`src/rtl/alu_pkg.sv`:
```
// ============================================================================
// Package     : alu_pkg
// Description : Shared definitions for the multi-byte ALU sequencer.
//               Contains ALU opcodes, command bit positions and FSM states.
// Revision    : 1.0 - initial release
// ============================================================================
`default_nettype none

package alu_pkg;

  // Opcodes understood by the 8-bit combinational ALU
  localparam logic [3:0] OP_ADD  = 4'd0;
  localparam logic [3:0] OP_ADC  = 4'd1;
  localparam logic [3:0] OP_SUB  = 4'd2;
  localparam logic [3:0] OP_SBC  = 4'd3;
  localparam logic [3:0] OP_PASS = 4'd4;

  // Bit positions inside the 2-bit command word
  localparam int CMD_SUB = 1;
  localparam int CMD_CIN = 0;

  // Sequencer FSM states
  typedef enum logic [1:0] {
    S_IDLE = 2'd0,
    S_RUN  = 2'd1,
    S_DONE = 2'd2
  } state_t;

endpackage

`default_nettype wire

```
`src/rtl/alu_seq_if.sv`:
```
// ============================================================================
// Interface   : alu_seq_if
// Description : Command, ALU-port and result signals of the ALU sequencer.
//               master = sequencer side, slave = controller/ALU side.
// Revision    : 1.0 - initial release
// ============================================================================
`default_nettype none

interface alu_seq_if #(
  parameter int NBYTES = 4
);
  localparam int W = 8 * NBYTES;

  // command channel
  logic         in_valid;
  logic         in_ready;
  logic [W-1:0] in_a;
  logic [W-1:0] in_b;
  logic [1:0]   in_cmd;
  logic         in_cin;

  // 8-bit ALU port
  logic [7:0]   alu_a;
  logic [7:0]   alu_b;
  logic         alu_carry;
  logic [3:0]   alu_op;
  logic [7:0]   alu_c;
  logic         alu_carry_out;
  logic         alu_zero;

  // result channel and status
  logic         out_valid;
  logic         out_ready;
  logic [W-1:0] out_result;
  logic         out_carry;
  logic         out_zero;
  logic         busy;

  modport master (
    input  in_valid, in_a, in_b, in_cmd, in_cin,
    input  alu_c, alu_carry_out, alu_zero,
    input  out_ready,
    output in_ready,
    output alu_a, alu_b, alu_carry, alu_op,
    output out_valid, out_result, out_carry, out_zero, busy
  );

  modport slave (
    output in_valid, in_a, in_b, in_cmd, in_cin,
    output alu_c, alu_carry_out, alu_zero,
    output out_ready,
    input  in_ready,
    input  alu_a, alu_b, alu_carry, alu_op,
    input  out_valid, out_result, out_carry, out_zero, busy
  );

endinterface

`default_nettype wire

```
`src/rtl/alu_seq_ctrl.sv`:
```
// ============================================================================
// Module      : alu_seq_ctrl
// Description : FSM, byte index counter and handshake flags of alu_seq.
//               Optional ALU_SEQ_FLUSH_EN adds a flush input that aborts
//               RUN/DONE back to IDLE.
// Revision    : 1.0 - initial release
// ============================================================================
`default_nettype none

module alu_seq_ctrl
  import alu_pkg::*;
#(
  parameter int NBYTES = 4,
  parameter int IDX_W  = $clog2(NBYTES) + 1
) (
  input  logic             clk,
  input  logic             rst_n,
`ifdef ALU_SEQ_FLUSH_EN
  input  logic             flush,
`endif
  input  logic             in_valid,
  input  logic             out_ready,
  output logic             in_ready,
  output logic             out_valid,
  output logic             busy,
  output logic             accept,
  output logic             run,
  output logic             last,
  output logic [IDX_W-1:0] idx
);

  localparam logic [IDX_W-1:0] LAST_IDX = IDX_W'(NBYTES - 1);

  state_t state;
  logic   kill;

`ifdef ALU_SEQ_FLUSH_EN
  assign kill = flush;
`else
  assign kill = 1'b0;
`endif

  assign accept = in_valid && in_ready;
  assign run    = (state == S_RUN);
  // a flushed final byte must not publish a result
  assign last   = run && (idx == LAST_IDX) && !kill;

  // Sequencer FSM with registered handshake and status flags
  always_ff @(posedge clk or negedge rst_n) begin
    if (!rst_n) begin
      state     <= S_IDLE;
      idx       <= '0;
      in_ready  <= 1'b1;
      out_valid <= 1'b0;
      busy      <= 1'b0;
    end else if (kill && (state != S_IDLE)) begin
      state     <= S_IDLE;
      idx       <= '0;
      in_ready  <= 1'b1;
      out_valid <= 1'b0;
      busy      <= 1'b0;
    end else begin
      case (state)
        S_IDLE: begin
          if (accept) begin
            state    <= S_RUN;
            idx      <= '0;
            in_ready <= 1'b0;
            busy     <= 1'b1;
          end
        end
        S_RUN: begin
          if (idx == LAST_IDX) begin
            state     <= S_DONE;
            idx       <= '0;
            out_valid <= 1'b1;
          end else begin
            idx <= idx + IDX_W'(1);
          end
        end
        S_DONE: begin
          if (out_ready) begin
            state     <= S_IDLE;
            out_valid <= 1'b0;
            busy      <= 1'b0;
            in_ready  <= 1'b1;
          end
        end
        default: begin
          state     <= S_IDLE;
          idx       <= '0;
          in_ready  <= 1'b1;
          out_valid <= 1'b0;
          busy      <= 1'b0;
        end
      endcase
    end
  end

endmodule

`default_nettype wire

```
`src/rtl/alu_seq.sv`:
```
// ============================================================================
// Module      : alu_seq
// Description : Multi-byte add/sub sequencer driving an external 8-bit ALU,
//               LSB byte first with carry chaining. Holds operand, result
//               and flag registers plus byte-lane muxes.
//               Optional feature macro: ALU_SEQ_FLUSH_EN (adds flush input).
// Revision    : 1.0 - initial release
// ============================================================================
`default_nettype none

module alu_seq
  import alu_pkg::*;
#(
  parameter int NBYTES = 4
) (
  input  logic       clk,
  input  logic       rst_n,
`ifdef ALU_SEQ_FLUSH_EN
  input  logic       flush,
`endif
  alu_seq_if.master  bus
);

  localparam int W     = 8 * NBYTES;
  localparam int IDX_W = $clog2(NBYTES) + 1;

  logic             in_ready;
  logic             out_valid;
  logic             busy;
  logic             accept;
  logic             run;
  logic             last;
  logic [IDX_W-1:0] idx;

  logic [W-1:0]     a_hold;
  logic [W-1:0]     b_hold;
  logic             sub_hold;
  logic             cin_en_hold;
  logic             carry_reg;
  logic             zero_acc;
  logic [W-1:0]     res_work;
  logic [W-1:0]     res_next;
  logic [W-1:0]     result_q;
  logic             carry_q;
  logic             zero_q;
  logic [7:0]       lane_a;
  logic [7:0]       lane_b;
  logic             chain;

  alu_seq_ctrl #(
    .NBYTES (NBYTES),
    .IDX_W  (IDX_W)
  ) u_ctrl (
    .clk       (clk),
    .rst_n     (rst_n),
`ifdef ALU_SEQ_FLUSH_EN
    .flush     (flush),
`endif
    .in_valid  (bus.in_valid),
    .out_ready (bus.out_ready),
    .in_ready  (in_ready),
    .out_valid (out_valid),
    .busy      (busy),
    .accept    (accept),
    .run       (run),
    .last      (last),
    .idx       (idx)
  );

  // Byte-lane select of the operands and merge of the ALU byte into the result
  always_comb begin
    lane_a   = '0;
    lane_b   = '0;
    res_next = res_work;
    for (int i = 0; i < NBYTES; i++) begin
      if (idx == IDX_W'(i)) begin
        lane_a               = a_hold[8*i +: 8];
        lane_b               = b_hold[8*i +: 8];
        res_next[8*i +: 8]   = bus.alu_c;
      end
    end
  end

  // byte 0 only uses the carry-in when the command asks for it
  assign chain = (idx != '0) || cin_en_hold;

  assign bus.alu_a     = run ? lane_a : 8'd0;
  assign bus.alu_b     = run ? lane_b : 8'd0;
  assign bus.alu_carry = run ? carry_reg : 1'b0;
  assign bus.alu_op    = !run    ? OP_ADD :
                         sub_hold ? (chain ? OP_SBC : OP_SUB) :
                                    (chain ? OP_ADC : OP_ADD);

  // Operand capture, per-byte carry/zero chaining and result publication
  always_ff @(posedge clk or negedge rst_n) begin
    if (!rst_n) begin
      a_hold      <= '0;
      b_hold      <= '0;
      sub_hold    <= 1'b0;
      cin_en_hold <= 1'b0;
      carry_reg   <= 1'b0;
      zero_acc    <= 1'b0;
      res_work    <= '0;
      result_q    <= '0;
      carry_q     <= 1'b0;
      zero_q      <= 1'b0;
    end else begin
      if (accept) begin
        a_hold      <= bus.in_a;
        b_hold      <= bus.in_b;
        sub_hold    <= bus.in_cmd[CMD_SUB];
        cin_en_hold <= bus.in_cmd[CMD_CIN];
        carry_reg   <= bus.in_cmd[CMD_CIN] ? bus.in_cin : 1'b0;
        zero_acc    <= 1'b1;
      end
      if (run) begin
        res_work  <= res_next;
        carry_reg <= bus.alu_carry_out;
        zero_acc  <= zero_acc & bus.alu_zero;
      end
      // outputs only change when a command completes
      if (last) begin
        result_q <= res_next;
        carry_q  <= bus.alu_carry_out;
        zero_q   <= zero_acc & bus.alu_zero;
      end
    end
  end

  assign bus.in_ready   = in_ready;
  assign bus.out_valid  = out_valid;
  assign bus.busy       = busy;
  assign bus.out_result = result_q;
  assign bus.out_carry  = carry_q;
  assign bus.out_zero   = zero_q;

endmodule

`default_nettype wire

```
`src/flat_wrapper.sv`:
```
// flat-port wrapper written by rule: the top's interface ports become plain ports
module alu_seq_flat import alu_pkg::*;
#(
  parameter int NBYTES = 4
)
  (clk, rst_n, bus_in_valid, bus_in_a, bus_in_b, bus_in_cmd, bus_in_cin, bus_alu_c, bus_alu_carry_out, bus_alu_zero, bus_out_ready, bus_in_ready, bus_alu_a, bus_alu_b, bus_alu_carry, bus_alu_op, bus_out_valid, bus_out_result, bus_out_carry, bus_out_zero, bus_busy);
  alu_seq_if #(.NBYTES(NBYTES)) bus_i ();
  input  logic clk;
  input  logic rst_n;
  input wire logic [$bits(bus_i.in_valid)-1:0] bus_in_valid;
  input wire logic [$bits(bus_i.in_a)-1:0] bus_in_a;
  input wire logic [$bits(bus_i.in_b)-1:0] bus_in_b;
  input wire logic [$bits(bus_i.in_cmd)-1:0] bus_in_cmd;
  input wire logic [$bits(bus_i.in_cin)-1:0] bus_in_cin;
  input wire logic [$bits(bus_i.alu_c)-1:0] bus_alu_c;
  input wire logic [$bits(bus_i.alu_carry_out)-1:0] bus_alu_carry_out;
  input wire logic [$bits(bus_i.alu_zero)-1:0] bus_alu_zero;
  input wire logic [$bits(bus_i.out_ready)-1:0] bus_out_ready;
  output wire logic [$bits(bus_i.in_ready)-1:0] bus_in_ready;
  output wire logic [$bits(bus_i.alu_a)-1:0] bus_alu_a;
  output wire logic [$bits(bus_i.alu_b)-1:0] bus_alu_b;
  output wire logic [$bits(bus_i.alu_carry)-1:0] bus_alu_carry;
  output wire logic [$bits(bus_i.alu_op)-1:0] bus_alu_op;
  output wire logic [$bits(bus_i.out_valid)-1:0] bus_out_valid;
  output wire logic [$bits(bus_i.out_result)-1:0] bus_out_result;
  output wire logic [$bits(bus_i.out_carry)-1:0] bus_out_carry;
  output wire logic [$bits(bus_i.out_zero)-1:0] bus_out_zero;
  output wire logic [$bits(bus_i.busy)-1:0] bus_busy;
  assign bus_i.in_valid = bus_in_valid;
  assign bus_i.in_a = bus_in_a;
  assign bus_i.in_b = bus_in_b;
  assign bus_i.in_cmd = bus_in_cmd;
  assign bus_i.in_cin = bus_in_cin;
  assign bus_i.alu_c = bus_alu_c;
  assign bus_i.alu_carry_out = bus_alu_carry_out;
  assign bus_i.alu_zero = bus_alu_zero;
  assign bus_i.out_ready = bus_out_ready;
  assign bus_in_ready = bus_i.in_ready;
  assign bus_alu_a = bus_i.alu_a;
  assign bus_alu_b = bus_i.alu_b;
  assign bus_alu_carry = bus_i.alu_carry;
  assign bus_alu_op = bus_i.alu_op;
  assign bus_out_valid = bus_i.out_valid;
  assign bus_out_result = bus_i.out_result;
  assign bus_out_carry = bus_i.out_carry;
  assign bus_out_zero = bus_i.out_zero;
  assign bus_busy = bus_i.busy;
  alu_seq #(.NBYTES(NBYTES)) u_core (.clk(clk), .rst_n(rst_n), .bus(bus_i));
endmodule
```
`config.mk`:
```
export PLATFORM = sky130hd
export DESIGN_NAME = alu_seq_flat
export DESIGN_NICKNAME = d
export VERILOG_FILES = /design/src/rtl/alu_pkg.sv /design/src/rtl/alu_seq_if.sv /design/src/rtl/alu_seq_ctrl.sv /design/src/rtl/alu_seq.sv /design/src/flat_wrapper.sv
export SDC_FILE = /design/constraint.sdc
export NUM_CORES = 1
export LEC_CHECK = 0
export CAP_MARGIN = 10
export CORE_MARGIN = 5
export CORE_UTILIZATION = 40
export CTS_BUF_LIST = sky130_fd_sc_hd__clkbuf_2 sky130_fd_sc_hd__clkbuf_4 sky130_fd_sc_hd__clkbuf_8
export DETAILED_ROUTE_END_ITERATION = 7
export PLACE_DENSITY = 0.79
export SYNTH_ARGS = -nofsm -noshare
export SYNTH_HDL_FRONTEND = slang
export SYNTH_SLANG_ARGS = --single-unit
```
`constraint.sdc`:
```
create_clock -name clk -period 2.13 [get_ports clk]
set_clock_uncertainty 0.1 [all_clocks]
set_input_delay 0.3195 -clock clk [delete_from_list [all_inputs] [get_ports clk]]
set_output_delay 0.3195 -clock clk [all_outputs]
set_load 0.01 [all_outputs]
```
==> reports/results.ini, run 1 <==
[cells_and_area]
fill_cells = 1127
n_antenna_cell = 0
layout-drive-gt1-share_pct = 36.6
instances_no_fill = 843
syn2layout_area_growth_pct = 47.7
utilization_pct = 59.9
final_area_um2 = 8670
layout.nets = 731

[pwr]
power.switching_w = 0.00466
peakVddDrop_uv = 717
pwr_density_cell_nw_per_um2 = 1530
clock_power_share_pct = 17.4
p_int_w = 0.00861
p_leak_nw = 3.79
pwr-share-comb_pct = 46.8
switching_share_pct = 35.1
power_frac_seq_pct = 35.8

[timing]
rsz0062_at_grt = yes
hold_ws_ns = 0.312
drv_slew = 0
layout_worst_path_cycle_share_pct = 117
relSlewSlack_pct = 64.9
fin_crit_ns = 2.49
finalWorstSetupSlack_ns = -0.364
hold_viol_final = 0
setup_viol = 16
fmax_ghz = 0.401
worst_pin_slew_ns = 0.526

[job]
cap_violations = 0

[critical_path]
critPathTopFamily = flip-flops
criticalPathCategory = register to output pin
worst_setup_path_start_kind = register
max_stage_delay_ns = 0.47
reg2reg_slack_ns = 0.16
cp_slowest_cell = dfrtp_2
cp.required_ns = 1.71
critPathCaptureType = output pin
path_cells = ha_4 > or3_4 > buf_12 > o31ai_4 > buf_2
worstPathArrival_ns = 2.07
cp_num_buf_inv = 2
cp-startpoint = u_core.u_ctrl.idx[0]
worstReg2RegStart = u_core.u_ctrl.idx[0]
cp_max_fo = 5

[placement]
gp_congestion = 0.824
place_area_um2 = 7690
hpwlAfterDp_mm = 10.7
placedCellCount = 802
place_ws_ns = -0.382
portBuffers = 136

[cts]
clockBufferDepth = 2
cts.sinks = 134
cts_tree = done
root_buffer = clkbuf_8
insertion_delay_ns = 0.44
numCtsBuffers = 17
clkSlewWorstSetupHoldPaths_ns = 0.07
htreeDepth = 4

[synth]
synth-async-reset-ratio_pct = 100
ys_warn_count = 0
yosys-top-cells-count = dfrtp_1, mux2_2, nand2_1
synth_area_leader_cell = dfrtp_1
syn_inst = 477
ys_seq_area_share_pct = 57.2
synth_top_area_share_pct = 56.7
syn_avg_cell_area_um2 = 12.3
synth_area_leaders = dfrtp_1, mux2_2, nand2_1
syn_area_um2 = 5870
synth_edf_count = 0
dominantRegCellSynth = dfrtp_1
synthMostInstantiatedCell = dfrtp_1
synth_cell_types = 38
ys_seq_elements = 134

[grt]
grt_pass1_vias = 4798
grt_usage_pct = 18.6
antenna_found_initial = 0
grt_max_degree = 60
overflow = 0
grt_pass1_wl_mm = 25.6

[detailed_routing]
drt_iter0_markers = 272
post-route-drc-count = 0
vias_per_cell = 5.24
routedWlPerCell_um = 18.6
antenna_left = 0
routed_wl_mm = 15.7
vias = 4419
drtPass1Iterations = 4

[floorplan]
die_area_um2 = 17200
fp-row-count = 44
pin_count = 139
die_width_um = 131
fp.dieH_um = 131
start_util_pct = 40.5
placeableCoreArea_um2 = 14500

[hold_path]
hold_class = input port to asynchronous set/reset pin

[run_status]
status = finished, violations left
violations = negative setup slack

[power groups by stage]
stage | Sequential, W | Clock (W) | Combinational, W
CTS | 0.00465 | 0.00238 | 0.00582
global placement | 0.00450 | 0 | 0.00498
detailed placement | 0.00459 | 0 | 0.00513
finish | 0.00475 | 0.00231 | 0.00620
global route | 0.00490 | 0.00249 | 0.00666
floorplan | 0.00455 | 0 | 0.00278
[final timing paths]
kind / end / depth (start not counted)
max: bus_alu_a[3] / 5
min reg2reg: u_core.bus.out_result[11] / 2
max reg2reg: u_core.res_work[21] / 6
max in group asynchronous: u_core.u_ctrl.idx[0] / 3
min in group clk: u_core.bus.out_carry / 3
min: u_core.bus.out_result[24] / 2
[final cells by class]
| type | instances | area, um2 | share of cell area (%) |
|---|---|---|---|
| sequential | 134 | 3360 | 38.7 |
| multi-input combinational | 302 | 2790 | 32.2 |
| timing repair buffer | 184 | 1820 | 21.0 |
| clock buffer | 19 | 262 | 3.02 |
| tap | 184 | 230 | 2.66 |
| clock inverter | 13 | 179 | 2.06 |
| inverter | 7 | 26.3 | 0.303 |
[layout by cell type, fill, tap and decap left out, drive strengths merged, types with 4 or more instances in the layout]
| cell | instances |
|---|---|
| clkbuf | 20 |
| inv | 7 |
| a221oi | 16 |
| nor2 | 20 |
| dfrtp | 133 |
| bufinv | 4 |
| nand2 | 74 |
| o21ai | 27 |
| mux2 | 90 |
| clkinvlp | 4 |
| clkdlybuf4s50 | 116 |
| o31ai | 16 |
| buf | 66 |
| mux2i | 24 |
| ha | 4 |
| nor2b | 4 |
| clkinv | 5 |
[repair_timing]
item	CTS	global route
gates resized for setup	142	27
endpoints found under the hold margin	50	0
gates cloned	3	1
endpoints found under the setup margin	19	19
buffers inserted	3	3
hold buffers	1	0
pin swaps	12	21
[routing by layer]
layer / GRT usage, % / vias to the layer above / part of all wire, %
li1: - / 2020 / -
met1: 22.5 / 2221 / 41
met2: 30.4 / 146 / 51
met3: 6.50 / 32 / 6.1
met4: 7.22 / 0 / 2.3
met5: 0 / - / 0
[logic make-up (layout without fill, tap and decap cells)]
family,count (synthesis),in the layout,share of synthesized area [%]
AO/OA/AOI/OAI,72,72,9.15
adder cells (fa/ha/maj),4,4,0.853
buffers and inverters,42,223,3.52
flip-flops,134,134,57.2
multiplexers,114,114,21.4
other,1,2,0.0639
AND/OR/NAND/NOR,110,110,7.89
[metrics by stage]
stage	TNS, ns	power (W)
3_3_place_gp	-4.68	0.00948
5_1_grt	-6.69	0.0141
6_report	-5.06	0.0133
4_1_cts	-5.27	0.0128
3_5_place_dp	-5.43	0.00972
2_1_floorplan	0	0.00733
Note: power is estimated with default switching activity, not from simulation.
==> inputs of run 2 (changes only) <==
- CAP_MARGIN: 10 -> 5
==> results of run 2 <==
Final layout, timing and power as in run 1 (identical DEF).
==> inputs of run 3 (changes only) <==
- CELL_PAD_IN_SITES_DETAIL_PLACEMENT: default -> 0
- CELL_PAD_IN_SITES_GLOBAL_PLACEMENT: default -> 2
- CORE_UTILIZATION: 40 -> 29
- CTS_BUF_LIST: sky130_fd_sc_hd__clkbuf_2 sky130_fd_sc_hd__clkbuf_4 sky130_fd_sc_hd__clkbuf_8 -> default
- PLACE_DENSITY: 0.79 -> 0.85
==> run 3 against run 2 <==
Against the previous run: the run still ends with negative setup slack left; register-to-register slack got worse by 0.04 ns; sequential power about the same; worst setup slack improved by 0.034 ns.
==> reports/results.ini, run 3 (synthesis results as in run 1) <==
[run_status]
status = finished, violations left
violations = negative setup slack

[floorplan]
pin_count = 139  ; unchanged
start_util_pct = 29.2  ; -11 points
die_area_um2 = 23200  ; +35%
fp-row-count = 52  ; +18%
die_width_um = 152  ; +16%
placeableCoreArea_um2 = 20100  ; +39%
fp.dieH_um = 152  ; +16%

[critical_path]
cp-startpoint = u_core.u_ctrl.idx[0]
rr_worst_depth = 8  ; +2
cp.required_ns = 1.71  ; about the same
max_stage_delay_ns = 0.45  ; -0.02 ns
reg2reg_slack_ns = 0.12  ; -0.04 ns
worstPathArrival_ns = 2.04  ; -0.03 ns
path_cells = ha_4 > or3_4 > clkbuf_16 > o31ai_4 > buf_2
critPathCaptureType = output pin
cp_slowest_cell = dfrtp_2
cp_max_fo = 5  ; unchanged
r2r_end = u_core.res_work[16]
worst_setup_path_start_kind = register
worstReg2RegStart = u_core.u_ctrl.idx[0]
criticalPathCategory = register to output pin

[timing]
fmax_ghz = 0.407  ; +1.4%
finalWorstSetupSlack_ns = -0.330  ; +0.0342 ns
fin_crit_ns = 2.46  ; -0.0342 ns
rsz0062_at_grt = yes
hold_ws_ns = 0.188  ; -0.124 ns
hold_viol_final = 0  ; unchanged
layout_worst_path_cycle_share_pct = 115  ; -1.6 points
setup_viol = 16  ; unchanged
setup_tns_ns = -4.82  ; +0.241 ns
drv_slew = 0  ; unchanged

[cells_and_area]
layout-drive-gt1-share_pct = 36.4  ; -0.14 points
multi_input_area_um2 = 2830  ; +1.1%
seqCellArea_um2 = 3360  ; unchanged
layout.nets = 729  ; -0.27%
final_common_cell = dfrtp_1
fill_cells = 1777  ; +58%
n_antenna_cell = 0  ; unchanged
syn2layout_area_growth_pct = 53.1
final_cell_mix = dfrtp_1, clkdlybuf4s50_1, mux2_2, nand2_1, o21ai_0

[grt]
overflow = 0  ; unchanged
antenna_found_initial = 0  ; unchanged
grt_pass1_vias = 4600  ; -4.1%
grt_pass1_wl_mm = 25.3  ; -0.97%
grt_usage_pct = 13.6  ; -4.9 points
grt_max_degree = 71  ; +18%

[detailed_routing]
antenna_left = 0  ; unchanged
post-route-drc-count = 0  ; unchanged
vias = 4282  ; -3.1%
drtPass1Iterations = 4  ; unchanged
drt_iter0_markers = 145  ; -47%
vias_per_cell = 4.62  ; -12%
routedWlPerCell_um = 17.3  ; -6.9%
routed_wl_mm = 16.1  ; +2.3%

[cts]
htreeDepth = 4  ; unchanged
numCtsBuffers = 17  ; unchanged
clkSlewWorstSetupHoldPaths_ns = 0.06  ; about the same
clockBufferDepth = 2  ; unchanged
insertion_delay_ns = 0.41  ; -0.03 ns
cts_tree = done
cts.sinks = 134  ; unchanged
root_buffer = clkbuf_16

[placement]
hpwlAfterDp_mm = 11.2  ; +5.0%
gp_congestion = 0.884  ; +7.3%
portBuffers = 136  ; unchanged

[pwr]
p_leak_nw = 3.88  ; +2.4%
pwr_density_cell_nw_per_um2 = 1550  ; +1.1%
peakVddDrop_uv = 624  ; -13%

[hold_path]
hold_class = input port to asynchronous set/reset pin

[job]
cap_violations = 0  ; unchanged

[run 3: worst max path at each step]
stage | endpoint | slack, ns | cells past startpoint
final | bus_alu_a[0] | -0.33 | 5
after global routing | bus_alu_b[3] | -0.41 | 7
after CTS | bus_alu_b[4] | -0.35 | 5
after detailed placement | bus_alu_b[7] | -0.45 | 5
after global placement | bus_alu_b[7] | -0.44 | 5
after floorplan | bus_alu_a[0] | 0.05 | 6
[run 3: worst max-delay path: cells and delay by family (launching register included)]
kind | cells | cell delay (ns)
AOI/OAI and AO/OA | 1 | 0.19
DFF | 1 | 0.45
adders and majority gates | 1 | 0.18
buffers and inverters | 2 | 0.37
and+or+nand+nor | 1 | 0.45
[run 3: per-stage QoR]
step                setup slack [ns]  power [W]  instances  cell area, um2  utilization, %
floorplan                     0.0462    0.00733        478            5880               -
global placement              -0.439    0.00960        885            7800            38.8
detailed placement            -0.453    0.00977        885            7800            38.8
CTS                           -0.351     0.0132        920            8630            42.9
global route                  -0.406     0.0148        926            8990            44.7
finish                        -0.330     0.0139        926            8990            44.7
[run 3: layout make-up]
class                      instances  area share, %
clock inverter                    12           1.45
tap                              270           3.76
inverter                           7          0.292
sequential                       134           37.3
clock buffer                      19           5.04
timing repair buffer             182           20.7
multi-input combinational        302           31.4
[run 3: repair_timing]
action,CTS,global route
setup buffers,2,4
hold buffers,1,0
pin swaps,2,22
endpoints found under the setup margin,19,17
hold endpoints to repair,133,0
gates cloned,1,2
gates resized for setup,123,38
[run 3: per-layer routing]
| layer | vias to the layer above | global-route usage, % | share of wire [%] |
|---|---|---|---|
| met3 | 16 | 4.86 | 5.8 |
| met1 | 2136 | 17.9 | 44 |
| met2 | 117 | 21.6 | 49 |
| met4 | 0 | 3.34 | 1.1 |
| met5 | - | 0 | 0 |
| li1 | 2013 | - | - |
[run 3: power breakdown]
part	leakage, nW	switching [W]	internal, W
combinational	2.00	0.00279	0.00351
sequential	1.59	0.000890	0.00385
clock	0.285	0.00109	0.00177
